**src/rtl/lut_ctrl_pkg.sv**
```systemverilog
// Shared types and constants for the gate-vs-ROM LUT self-test controller.
package lut_ctrl_pkg;

   typedef enum logic [2:0] {
      IDLE   = 3'd0,
      APPLY  = 3'd1,
      WAIT   = 3'd2,
      CHECK  = 3'd3,
      FINISH = 3'd4
   } state_e;

   localparam logic [31:0] OK_ALL   = '1;
   localparam logic        SEL_GATE = 1'b0;
   localparam logic        SEL_ROM  = 1'b1;

   // Vector address covers both operands side by side.
   function automatic int unsigned addr_w(input int unsigned w);
      return 2 * w;
   endfunction

endpackage

```
**src/rtl/selftest_settle_timer.sv**
```systemverilog
// Settle-delay counter: loaded when a vector is applied, counts down while waiting.
module selftest_settle_timer
   import lut_ctrl_pkg::*;
#(
   parameter int unsigned SETTLE = 1
) (
   input  logic clk,
   input  logic rst_n,
   input  logic load,
   input  logic dec,
   output logic expire_c
);

   localparam int unsigned CNT_W = (SETTLE < 1) ? 1 : $clog2(SETTLE + 1);

   logic [CNT_W-1:0] cnt_q, cnt_d;

   always_comb begin
      cnt_d = cnt_q;
      if (load) begin
         cnt_d = CNT_W'(SETTLE);
      end else if (dec && (cnt_q != '0)) begin
         cnt_d = cnt_q - CNT_W'(1);
      end
   end

   always_ff @(posedge clk or negedge rst_n) begin
      if (!rst_n) begin
         cnt_q <= '0;
      end else begin
         cnt_q <= cnt_d;
      end
   end

   // High on the last waiting cycle, so the wait lasts exactly SETTLE cycles.
   assign expire_c = (cnt_q <= CNT_W'(1));

endmodule

```
**src/rtl/lut_selftest_ctrl.sv**
```systemverilog
// Self-test sequencer and path selector for the gate-vs-ROM LUT block.
// Optional SELFTEST_STOP_ON_FAIL_EN: abort the sweep at the first mismatching vector.
module lut_selftest_ctrl
   import lut_ctrl_pkg::*;
#(
   parameter int unsigned W      = 2,
   parameter int unsigned SETTLE = 1
) (
   input  logic                 clk,
   input  logic                 rst_n,
   input  logic                 start,
   output logic                 busy,
   output logic                 done,
   output logic                 pass,
   output logic [addr_w(W):0]   err_cnt,
   output logic [addr_w(W)-1:0] fail_addr,
   output logic [W-1:0]         dut_in0,
   output logic [W-1:0]         dut_in1,
   input  logic [W-1:0]         dut_ok,
   output logic                 dut_sel
);

   localparam int unsigned ADDR_W = addr_w(W);
   localparam int unsigned ERR_W  = ADDR_W + 1;
   localparam logic [ADDR_W-1:0] ADDR_LAST = '1;

   state_e            state_q, state_d;
   logic [ADDR_W-1:0] addr_q, addr_d;
   logic [ERR_W-1:0]  err_q, err_d;
   logic [ADDR_W-1:0] fail_q, fail_d;
   logic [W-1:0]      in0_q, in0_d;
   logic [W-1:0]      in1_q, in1_d;
   logic              busy_q, busy_d;
   logic              done_q, done_d;
   logic              pass_q, pass_d;
   logic              sel_q, sel_d;
   logic              tmr_load, tmr_dec, tmr_expire_c;
   logic              mismatch;

   selftest_settle_timer #(
      .SETTLE (SETTLE)
   ) u_settle (
      .clk      (clk),
      .rst_n    (rst_n),
      .load     (tmr_load),
      .dec      (tmr_dec),
      .expire_c (tmr_expire_c)
   );

   always_comb begin
      state_d  = state_q;
      addr_d   = addr_q;
      err_d    = err_q;
      fail_d   = fail_q;
      in0_d    = in0_q;
      in1_d    = in1_q;
      busy_d   = busy_q;
      done_d   = 1'b0;
      pass_d   = pass_q;
      sel_d    = sel_q;
      tmr_load = 1'b0;
      tmr_dec  = 1'b0;
      mismatch = 1'b0;

      unique case (state_q)
         IDLE: begin
            if (start) begin
               addr_d  = '0;
               err_d   = '0;
               pass_d  = 1'b0;
               sel_d   = SEL_GATE;
               busy_d  = 1'b1;
               state_d = APPLY;
            end
         end
         APPLY: begin
            in0_d    = addr_q[ADDR_W-1:W];
            in1_d    = addr_q[W-1:0];
            tmr_load = 1'b1;
            state_d  = (SETTLE == 0) ? CHECK : WAIT;
         end
         WAIT: begin
            tmr_dec = 1'b1;
            if (tmr_expire_c) begin
               state_d = CHECK;
            end
         end
         CHECK: begin
            // Only this state looks at the block's compare flag.
            mismatch = (dut_ok != W'(OK_ALL));
            if (mismatch) begin
               err_d = err_q + ERR_W'(1);
               if (err_q == '0) begin
                  fail_d = addr_q;
               end
            end
`ifdef SELFTEST_STOP_ON_FAIL_EN
            if (mismatch || (addr_q == ADDR_LAST)) begin
               state_d = FINISH;
            end else begin
               addr_d  = addr_q + ADDR_W'(1);
               state_d = APPLY;
            end
`else
            if (addr_q == ADDR_LAST) begin
               state_d = FINISH;
            end else begin
               addr_d  = addr_q + ADDR_W'(1);
               state_d = APPLY;
            end
`endif
         end
         FINISH: begin
            done_d  = 1'b1;
            busy_d  = 1'b0;
            pass_d  = (err_q == '0);
            sel_d   = (err_q == '0) ? SEL_ROM : SEL_GATE;
            state_d = IDLE;
         end
         default: begin
            state_d = IDLE;
         end
      endcase
   end

   always_ff @(posedge clk or negedge rst_n) begin
      if (!rst_n) begin
         state_q <= IDLE;
         addr_q  <= '0;
         err_q   <= '0;
         fail_q  <= '0;
         in0_q   <= '0;
         in1_q   <= '0;
         busy_q  <= 1'b0;
         done_q  <= 1'b0;
         pass_q  <= 1'b0;
         sel_q   <= SEL_GATE;
      end else begin
         state_q <= state_d;
         addr_q  <= addr_d;
         err_q   <= err_d;
         fail_q  <= fail_d;
         in0_q   <= in0_d;
         in1_q   <= in1_d;
         busy_q  <= busy_d;
         done_q  <= done_d;
         pass_q  <= pass_d;
         sel_q   <= sel_d;
      end
   end

   assign busy      = busy_q;
   assign done      = done_q;
   assign pass      = pass_q;
   assign err_cnt   = err_q;
   assign fail_addr = fail_q;
   assign dut_in0   = in0_q;
   assign dut_in1   = in1_q;
   assign dut_sel   = sel_q;

endmodule

```
**config.mk**
```make
export PLATFORM = sky130hd
export DESIGN_NAME = lut_selftest_ctrl
export DESIGN_NICKNAME = d
export VERILOG_FILES = /design/src/rtl/lut_ctrl_pkg.sv /design/src/rtl/selftest_settle_timer.sv /design/src/rtl/lut_selftest_ctrl.sv
export SDC_FILE = /design/constraint.sdc
export NUM_CORES = 1
export LEC_CHECK = 0
export ABC_AREA = 1
export CAP_MARGIN = 10
export CORE_AREA = 2 2 52 54
export CTS_CLUSTER_DIAMETER = 30
export DETAILED_ROUTE_END_ITERATION = 12
export DIE_AREA = 0 0 54 56
export DONT_BUFFER_PORTS = 1
export GPL_TIMING_DRIVEN = 0
export PLACE_DENSITY = 0.61
export SYNTH_ARGS = -nofsm -noshare
export SYNTH_HDL_FRONTEND = slang
export SYNTH_SLANG_ARGS = --single-unit
```
**constraint.sdc**
```tcl
create_clock -name clk -period 1.5 [get_ports clk]
set_clock_uncertainty 0.2 [all_clocks]
set_input_delay 0.15 -clock clk [delete_from_list [all_inputs] [get_ports clk]]
set_output_delay 0.15 -clock clk [all_outputs]
set_load 0.01 [all_outputs]
```
==> flow_summary.ini <==
[clock_tree]
cts_sinks = 23
cts_root_buffer = clkbuf_4
h-tree-depth = 1
cts_tree = built
holdBufCountCts = 4
path_clk_slew_ns = 0.13
cts_made_buffers = 3
clockBufferDepth = 2
clk_latency_ns = 0.31

[layout]
area_growth_pct = 16.19
diodes = 0
drive_gt1_share_pct = 25.33
seqCellArea_um2 = 581.8
fillerInstances = 221
final_nets = 159
multiInputGateArea_um2 = 586.8

[global_route]
antenna_found_initial = 0
grt_busiest_layer = met2
grt_use_met1_pct = 23.32
met3_usage_pct = 2.957
grt_pass1_wl_mm = 4.002
grt_use_met2_pct = 26.83
grt_overflow_total = 0
grt_pass1_vias = 948
grt_usage_pct = 17.54
grt_max_degree = 24

[pwr]
vdd_drop_max_mv = 0.8643
p_int_mw = 1.279
powerDensity_mw_per_mm2 = 1688
p_leak_nw = 0.6651
pwr-share-comb_pct = 42.8
swShare_pct = 44.48
finalPower_mw = 2.304
seqPwrFrac_pct = 44.5
p_sw_mw = 1.025
pwr-share-clk_pct = 12.6

[setup_path]
cpPeakStageDelay_ns = 0.50
cp_num_buf_inv = 1
crit_path_top_delay_cell = dfrtp_2
criticalPathCategory = reg -> reg
arrival_ns = 1.53
cp_top_family = flip-flops
critPathMaxFanout = 8
worstPathCellList = inv_2 > ha_4 > nand2_4 > nor2_4 > nand3_4 > nand2_1 > o21ai_1
cp.required_ns = 1.52
cp-start-kind = register
critPathCaptureType = register

[hold_path]
hold_class = in -> async

[timing]
worst_slack_ns = -0.01293
hold_viol_final = 23
setup_viol = 3
grt_setup_unrepaired = yes
min_period_ns = 1.513
finalCritPeriodShare_pct = 100.9
worst_pin_slew_ns = 1.042
drv_slew = 0
fmax_ghz = 0.6610
fin_hold_ws_ns = -0.1219
slew_headroom_pct = 30.55

[drt]
ant_nets = 0
via_per_inst = 5.183
via_count = 933
wl_mm = 2.251
wl_per_cell_um = 12.51
drtIter0Drc = 15
drc = 0
firstDrtPassIters = 4

[logic_synthesis]
synth-seq-area-share_pct = 48.99
synth_seq_cells = 23
syn_nets = 147
ys_types = 22
yosys_warnings = 0
syn_inst = 139
syn_area_per_cell_um2 = 8.452
syn_area_mm2 = 0.001175

[place]
place.gp.congestion = 0.7642
io_buffers = 0
dp_hpwl_mm = 1.532

[floorplan]
ioPinCount = 22
start_util_pct = 48.30
core_area_mm2 = 0.002432
die_y_um = 56
die_area_mm2 = 0.003024
row_count = 18
die_w_um = 54

[status]
violations = negative hold slack, negative setup slack
status = finished with violations

[run]
cap_viol_max_count = 0
power groups by stage:
stage / Sequential [mW] / Clock, mW / Combinational [mW]
2_1_floorplan: 0.979 / 0 / 0.664
3_3_place_gp: 1.01 / 0 / 0.787
3_5_place_dp: 1.02 / 0 / 0.798
4_1_cts: 1.02 / 0.308 / 0.875
5_1_grt: 1.05 / 0.332 / 1.12
6_report: 1.03 / 0.291 / 0.987
cells in the mapped netlist:
library cell / instances / area [um2]
a21oi_1: 2 / 10.01
buf_4: 1 / 7.510
dfrtp_1: 23 / 575.6
ha_1: 3 / 37.54
inv_1: 12 / 45.04
inv_2: 3 / 11.26
nand2_1: 49 / 183.9
nand2_2: 1 / 6.260
nand2_4: 3 / 33.78
nand3_1: 10 / 50.05
nand3_2: 1 / 10.01
nand3_4: 2 / 35.03
nand3b_1: 2 / 15.01
nand4_1: 2 / 12.51
nor2_1: 9 / 33.78
nor2_2: 1 / 6.260
nor2_4: 3 / 33.78
nor3b_1: 1 / 7.510
o21ai_0: 6 / 30.03
o21ai_1: 3 / 15.01
o21ai_2: 1 / 8.760
or2_2: 1 / 6.260
metrics by stage:
stage          cells  setup TNS, ns  cell area (um2)  worst slack, ns  util, %
4_1_cts          178     -0.0006645             1303       -0.0006645    53.55
6_report         180       -0.02274             1365         -0.01293    56.12
2_1_floorplan    139              0             1175          0.02088        -
5_1_grt          180        -0.4103             1365         -0.09186    56.12
3_5_place_dp     169        -0.5959             1212          -0.1562    49.85
3_3_place_gp     169        -0.5029             1212          -0.1329    49.85
per-layer routing:
| metal | vias up | wire, um |
|---|---|---|
| met1 | 447 | 1052 |
| met3 | 6 | 69 |
| met5 | - | 0 |
| met4 | 0 | 57 |
| li1 | 464 | - |
| met2 | 16 | 1072 |
worst paths after layout:
| kind | cells after the start | slack (ns) | end | from |
|---|---|---|---|---|
| max | 7 | -0.01 | fail_addr[2] | err_cnt[0] |
| min | 1 | -0.12 | addr_q[0] | rst_n |
| max reg2reg | 7 | -0.01 | fail_addr[2] | err_cnt[0] |
| min reg2reg | 2 | 0.34 | addr_q[0] | addr_q[0] |
| max in group asynchronous | 1 | 0.53 | err_cnt[0] | rst_n |
| min in group clk | 2 | 0.34 | addr_q[0] | addr_q[0] |
flip-flops by register name, summed over array words and instances (netlist names):
signal	flops
err_cnt	5
addr_q	4
fail_addr	4
state_q	3
dut_in0	2
dut_in1	2
busy	1
done	1
pass	1
cells by family after synthesis:
group	count (synthesis)	share of synthesized area, %
AOI/OAI and AO/OA	12	5.431
DFF	23	48.99
and+or+nand+nor	85	36.95
adders and majority gates	3	3.195
buffers and inverters	16	5.431
what timing repair did:
item	CTS	global route
setup buffers	1	2
pin swaps	2	3
setup endpoints to repair	11	37
gates resized for setup	8	13
endpoints found under the hold margin	29	23
cells in the final DEF (no fill, tap or decap):
master          Yosys  layout
nand3b_1            2       2
nor2_1              9       8
dfrtp_2             0       5
dlygate4sd3_1       0       3
nand2_1            49      45
buf_4               1       4
or2_2               1       1
nand4_1             2       2
nand3_1            10      10
dlymetal6s4s_1      0       1
dfrtp_1            23      18
nand2_2             1       4
ha_4                0       1
clkbuf_4            0       3
nand3_4             2       3
a21oi_1             2       2
ha_1                3       2
o21ai_0             6       6
clkinv_2            0       1
nor2_4              3       5
inv_1              12      10
nand2_4             3       4
o21ai_1             3       2
o21ai_2             1       2
inv_4               0       1
nor3b_1             1       1
inv_2               3       4
area by class of cell:
| class | count | share of cell area [%] |
|---|---|---|
| multi-input combinational | 100 | 42.99 |
| sequential | 23 | 42.62 |
| clock buffer | 3 | 1.650 |
| timing repair buffer | 7 | 4.766 |
| inverter | 15 | 4.308 |
| tap | 30 | 2.750 |
| clock inverter | 1 | 0.3666 |
| buffer | 1 | 0.5500 |
No activity file was read; power rests on OpenSTA's default activity.
